[config.mk]
export PLATFORM = sky130hd
export DESIGN_NAME = cv32e40p_clock_gate_ctrl
export DESIGN_NICKNAME = d
export VERILOG_FILES = /design/src/rtl/cv32e40p_pkg.sv /design/src/rtl/cv32e40p_clock_gate.sv /design/src/rtl/cv32e40p_clock_gate_ch.sv /design/src/rtl/cv32e40p_clock_gate_ctrl.sv
export SDC_FILE = /design/constraint.sdc
export NUM_CORES = 1
export LEC_CHECK = 0
export ABC_CLOCK_PERIOD_IN_PS = 4500
export BUFFER_PORTS_ARGS = -buffer_cell sky130_fd_sc_hd__buf_4
export CAP_MARGIN = 20
export CORE_UTILIZATION = 60
export DETAILED_ROUTE_END_ITERATION = 8
export GPL_TIMING_DRIVEN = 0
export PLACE_DENSITY_LB_ADDON = 0.25
export SLEW_MARGIN = 40
export SYNTH_ARGS = -nofsm -noshare
export SYNTH_HDL_FRONTEND = slang
export SYNTH_SLANG_ARGS = --single-unit
[constraint.sdc]
create_clock -name clk_i -period 4.5 [get_ports clk_i]
set_input_delay 0.9 -clock clk_i [delete_from_list [all_inputs] [get_ports clk_i]]
set_output_delay 0.9 -clock clk_i [all_outputs]
set_load 0.02 [all_outputs]
[src/rtl/cv32e40p_pkg.sv]
// rtl/cv32e40p_pkg.sv - shared types and defaults for the clock-gating controller
//
// Contents:
//   cg_state_e            per-channel gating state (RUN, GATED, WAKE)
//   CG_WAKE_LAT_DEFAULT   default wake-up latency in clk_i cycles
package cv32e40p_pkg;

    typedef enum logic [1:0] {
        RUN   = 2'd0,
        GATED = 2'd1,
        WAKE  = 2'd2
    } cg_state_e;

    localparam int unsigned CG_WAKE_LAT_DEFAULT = 2;

endpackage

[src/rtl/cv32e40p_clock_gate.sv]
// rtl/cv32e40p_clock_gate.sv - latch-based glitch-free clock gate cell
//
// Ports:
//   clk_i         free-running clock
//   en_i          gate enable, expected to change only after a clk_i rising edge
//   scan_cg_en_i  scan override, forces the clock running
//   clk_o         gated clock
module cv32e40p_clock_gate (
    input  logic clk_i,
    input  logic en_i,
    input  logic scan_cg_en_i,
    output logic clk_o
);

    logic clk_en;

    // Transparent while clk_i is low, so the enable is frozen for the whole
    // high phase and clk_o can never be truncated or spiked.
    always_latch begin
        if (clk_i == 1'b0) begin
            clk_en = en_i | scan_cg_en_i;
        end
    end

    assign clk_o = clk_i & clk_en;

endmodule

[src/rtl/cv32e40p_clock_gate_ch.sv]
// rtl/cv32e40p_clock_gate_ch.sv - one auto-gated clock channel: FSM, idle counter, enable, gate cell
//
// Ports:
//   clk_i          free-running clock
//   rst_i          synchronous active-high reset
//   scan_cg_en_i   scan override passed to the gate cell only
//   idle_thresh_i  consecutive idle cycles before gating, 0 disables gating
//   act_i          channel activity (busy | force_on | wake_req)
//   ready_o        channel clock stable and usable (state RUN)
//   gated_o        registered enable is low
//   clk_o          gated clock
module cv32e40p_clock_gate_ch
    import cv32e40p_pkg::*;
#(
    parameter int unsigned IDLE_CNT_W = 8,
    parameter int unsigned WAKE_LAT   = CG_WAKE_LAT_DEFAULT
) (
    input  logic                  clk_i,
    input  logic                  rst_i,
    input  logic                  scan_cg_en_i,
    input  logic [IDLE_CNT_W-1:0] idle_thresh_i,
    input  logic                  act_i,
    output logic                  ready_o,
    output logic                  gated_o,
    output logic                  clk_o
);

    localparam logic [IDLE_CNT_W:0] WAKE_LAST = (IDLE_CNT_W+1)'(WAKE_LAT);

    cg_state_e             state_q, state_d;
    logic [IDLE_CNT_W-1:0] cnt_q, cnt_d;
    logic                  en_q, en_d;
    logic [IDLE_CNT_W:0]   cnt_inc;

    // One bit wider than the counter so cnt+1 never wraps in the compares.
    assign cnt_inc = {1'b0, cnt_q} + {{IDLE_CNT_W{1'b0}}, 1'b1};

    always_comb begin
        state_d = state_q;
        cnt_d   = cnt_q;
        en_d    = en_q;
        case (state_q)
            RUN: begin
                if (act_i || (idle_thresh_i == '0)) begin
                    cnt_d = '0;
                end else if (cnt_inc >= {1'b0, idle_thresh_i}) begin
                    // A saturated counter yields cnt_inc = 2^W, which always
                    // hits here, so the counter can never wrap.
                    state_d = GATED;
                    en_d    = 1'b0;
                    cnt_d   = '0;
                end else begin
                    cnt_d = cnt_inc[IDLE_CNT_W-1:0];
                end
            end
            GATED: begin
                if (act_i) begin
                    state_d = WAKE;
                    en_d    = 1'b1;
                    cnt_d   = '0;
                end
            end
            WAKE: begin
                // Wake always runs to completion, activity is ignored here.
                if (cnt_inc == WAKE_LAST) begin
                    state_d = RUN;
                    cnt_d   = '0;
                end else begin
                    cnt_d = cnt_inc[IDLE_CNT_W-1:0];
                end
            end
            default: begin
                state_d = RUN;
                en_d    = 1'b1;
                cnt_d   = '0;
            end
        endcase
    end

    always_ff @(posedge clk_i) begin
        if (rst_i) begin
            state_q <= RUN;
            cnt_q   <= '0;
            en_q    <= 1'b1;
        end else begin
            state_q <= state_d;
            cnt_q   <= cnt_d;
            en_q    <= en_d;
        end
    end

    assign ready_o = (state_q == RUN);
    assign gated_o = ~en_q;

    cv32e40p_clock_gate u_cg (
        .clk_i        (clk_i),
        .en_i         (en_q),
        .scan_cg_en_i (scan_cg_en_i),
        .clk_o        (clk_o)
    );

endmodule

[src/rtl/cv32e40p_clock_gate_ctrl.sv]
// rtl/cv32e40p_clock_gate_ctrl.sv - multi-channel automatic clock-gating controller
//
// Ports:
//   clk_i          free-running clock
//   rst_i          synchronous active-high reset
//   scan_cg_en_i   scan override, forces every clk_o running
//   idle_thresh_i  shared idle threshold, 0 disables auto-gating
//   busy_i         per-channel activity
//   force_on_i     per-channel hold-on, same effect as busy_i
//   wake_req_i     per-channel explicit wake request
//   ready_o        per-channel clock usable
//   gated_o        per-channel enable low
//   clk_o          per-channel gated clocks
module cv32e40p_clock_gate_ctrl
    import cv32e40p_pkg::*;
#(
    parameter int unsigned NUM_CH     = 4,
    parameter int unsigned IDLE_CNT_W = 8,
    parameter int unsigned WAKE_LAT   = CG_WAKE_LAT_DEFAULT
) (
    input  logic                  clk_i,
    input  logic                  rst_i,
    input  logic                  scan_cg_en_i,
    input  logic [IDLE_CNT_W-1:0] idle_thresh_i,
    input  logic [NUM_CH-1:0]     busy_i,
    input  logic [NUM_CH-1:0]     force_on_i,
    input  logic [NUM_CH-1:0]     wake_req_i,
    output logic [NUM_CH-1:0]     ready_o,
    output logic [NUM_CH-1:0]     gated_o,
    output logic [NUM_CH-1:0]     clk_o
);

    logic [NUM_CH-1:0] act;

    assign act = busy_i | force_on_i | wake_req_i;

    for (genvar c = 0; c < NUM_CH; c++) begin : g_ch
        cv32e40p_clock_gate_ch #(
            .IDLE_CNT_W (IDLE_CNT_W),
            .WAKE_LAT   (WAKE_LAT)
        ) u_ch (
            .clk_i         (clk_i),
            .rst_i         (rst_i),
            .scan_cg_en_i  (scan_cg_en_i),
            .idle_thresh_i (idle_thresh_i),
            .act_i         (act[c]),
            .ready_o       (ready_o[c]),
            .gated_o       (gated_o[c]),
            .clk_o         (clk_o[c])
        );
    end

endmodule

==> metrics.md <==
| Metric | Value |
|---|---|
| Status | `finished clean` |
| Die width | `between 70 and 80 microns` |
| Vias in the first global route | `3321` |
| Power Total | `~1.2 mW` |
| PortBufs | `34` |
| Pre-CTS setup slack | `653 ps` |
| Mapped Nets | `527` |
| CP max FO | `1` |
| Die Footprint | `6390 sq um` |
| Clk_skew | `17.8 ps` |
| Die height | `80.0 microns` |
| Via count | `3565` |
| DRC violations left | `0` |
| Critical path class | `latch -> out` |
| Grt total ovfl | `0` |
| Top_reg_cell synth | `dfxtp_1` |
| Proportion of layout cells with a drive suffix above 1 | `16.4%` |
| Pin count of the biggest net entering global routing | `15` |
| Switching Power | `roughly 330 uW` |
| Max-slew violation count | `0` |
| Pwr dens | `roughly 280 nW/um^2` |
| Initial DRC count | `228` |
| CP Capture Type | `output port` |
| Hold WC Path Type | `reg -> reg` |
| Top post-synthesis cells by area | `dfxtp_1 24%, ha_1 14%, nand2_1 5.6%` |
| Setup violators final | `0` |
| Worst EP required | `between 3000 and 4000 ps` |
| Combinational Power Share | `approximately 8.6%` |
| Total Routing Usage GR | `29.4%` |
| DRT Wirelength | `between 8000 and 9000 microns` |
| Slew HR | `between 40% and 50%` |
| Sw Ratio | `28.6%` |
| I/O pin count | `35` |
| Synth top area share | `approximately a quarter` |
| RSZ-0062 raised after global routing | `false` |
| Synth-to-Final Area Change | `14.4%` |
| VDD IR max | `381 uV` |
| Syn Inst Count | `between 400 and 500` |
| Global-route wire length before repair | `roughly 15000 microns` |
| Arr. time, crit path | `3410 ps` |
| Max_cap viols | `0` |
| Row count | `28` |
| Hold Slack | `between 400 and 500 ps` |
| Initial antenna violation count | `0` |
| Netlist cell types | `66` |
| TritonCTS clock tree | `done` |
| Clock power share | `a little over half` |
| Mean post-synth cell area | `approximately 7.9 sq um` |
| Worst-Margin Slew | `about 760 ps` |
| Seq pwr share | `37.1%` |
| DRT Pass-1 Iters | `6` |
| Most common cell after layout, fill and taps aside | `nand2_1` |
| Most frequent cells in the layout | `54 x nand2_1, 46 x buf_4, 44 x dfxtp_1` |
| Synth Register Bits | `48` |
| Largest area contributor in the netlist | `dfxtp_1` |
| Startpoint Class | `latch` |
| TNS Setup | `0 ps` |
| Syn. warnings | `0` |
| Post-DR vias/cell | `6.08` |
| Starting Density | `62.0%` |
| Resize count post-CTS | `0` |
| DP Wirelength | `6450 microns` |
| Core Region | `5890 sq um` |
| Post-synth EDFFs | `0` |
| Setup WS post-layout | `approximately 190 ps` |
| Diode count | `0` |
| Internal Power | `between 800 and 900 uW` |
| Final Non-Filler Cells | `586` |
| CTS clk-pin slew, worst paths | `90 ps` |
| Final Net Count | `roughly 570` |
| Setup Fix Bufs, Post-CTS | `0` |
| Post-synthesis cell area | `3650 sq um` |
| Drt wl/cell | `15.3 microns` |
| Inst Count DP | `about 570` |
| Fillers | `475` |
| Final Hold Violating Endpoints | `0` |
| Leakage | `1.91 nW` |
| Post-CTS Hold Buffers | `0` |
| Worst-skew pair later-pin latency | `slightly above 400 ps` |
| Remaining antenna violation count | `0` |
| Fraction of registers with async set/reset | `0%` |
| Final GP Congestion | `0.847` |
## sequential cells by signal (all words and copies together), names as in the netlist
signal                 count
g_ch.u_ch.cnt_q           32
g_ch.u_ch.state_q          8
g_ch.u_ch.en_q             4
g_ch.u_ch.u_cg.clk_en      4
## through the flow
stage | utilization [%] | cell area (sq um)
floorplan | - | 3650
finish | 70.9 | 4170
CTS | 70.9 | 4170
global placement | 67.9 | 4000
detailed placement | 67.9 | 4000
global route | 70.9 | 4170
## metal layers
layer,vias up,track usage [%],wire length [microns]
met1,1667,34.2,3910
met3,30,6.06,486
met5,-,0,0
li1,1744,-,-
met2,124,51.2,4280
met4,0,13.9,274
## worst max-delay path, stage by stage, from the launching register on
cell	delay, ps
dlxtn_1	400
and2_1	130
buf_4	100
buf_4	120
## kinds of logic after synthesis
kind of cell             Yosys count  synth area share [%]
XOR/XNOR                          22                  5.28
AND/OR/NAND/NOR                  185                  27.0
buffers and inverters             61                  7.79
latches                            4                  1.65
multiplexers                       8                  2.33
AO/OA/AOI/OAI                    100                  18.1
flip-flops                        44                  24.2
adder cells (fa/ha/maj)           40                  13.7
## layout make-up
cell class | count | area, sq um | share of cell area [%]
plain buffers | 26 | 153 | 3.66
inverters | 35 | 131 | 3.15
multi-input cells | 355 | 2420 | 58.1
clock buffers | 15 | 171 | 4.11
repair buffers | 30 | 225 | 5.40
well taps | 75 | 93.8 | 2.25
flip-flops and latches | 48 | 941 | 22.6
clock inverters | 2 | 33.8 | 0.810
## cells in the mapped netlist, types with 4 or more instances
| master | count |
|---|---|
| a21oi_1 | 25 |
| a22oi_1 | 4 |
| a31oi_1 | 6 |
| and2_1 | 11 |
| and3_1 | 4 |
| and4_1 | 4 |
| buf_4 | 12 |
| clkbuf_1 | 9 |
| dfxtp_1 | 44 |
| dlxtn_1 | 4 |
| ha_1 | 40 |
| inv_1 | 35 |
| mux2i_1 | 7 |
| nand2_1 | 54 |
| nand3_1 | 19 |
| nand4_1 | 9 |
| nor2_1 | 26 |
| nor3_1 | 16 |
| o21ai_0 | 15 |
| o21ai_1 | 9 |
| o22ai_1 | 6 |
| or2_2 | 9 |
| or3_1 | 8 |
| xnor2_1 | 14 |
| xor2_1 | 8 |
## power groups by stage
| stage | logic, mW | clock network [mW] | registers, mW |
|---|---|---|---|
| after global placement | 0.0923 | 0.178 | 0.439 |
| after global routing | 0.111 | 0.663 | 0.431 |
| after detailed placement | 0.0974 | 0.178 | 0.440 |
| after CTS | 0.0987 | 0.638 | 0.430 |
| after floorplan | 0.0581 | 0.128 | 0.436 |
| final | 0.0998 | 0.629 | 0.430 |
## final timing paths
kind	from	endpoint	slack (ps)	cells past startpoint
worst max-delay path	g_ch[3].u_ch.u_cg.clk_en	clk_o[3]	190	3
worst min register to register	g_ch[0].u_ch.cnt_q[5]	g_ch[0].u_ch.cnt_q[5]	480	2
worst min-delay path	g_ch[0].u_ch.cnt_q[5]	g_ch[0].u_ch.cnt_q[5]	480	2
worst max register to register	g_ch[2].u_ch.cnt_q[1]	g_ch[2].u_ch.cnt_q[7]	1150	12
No activity file was read; power rests on OpenSTA's default activity.
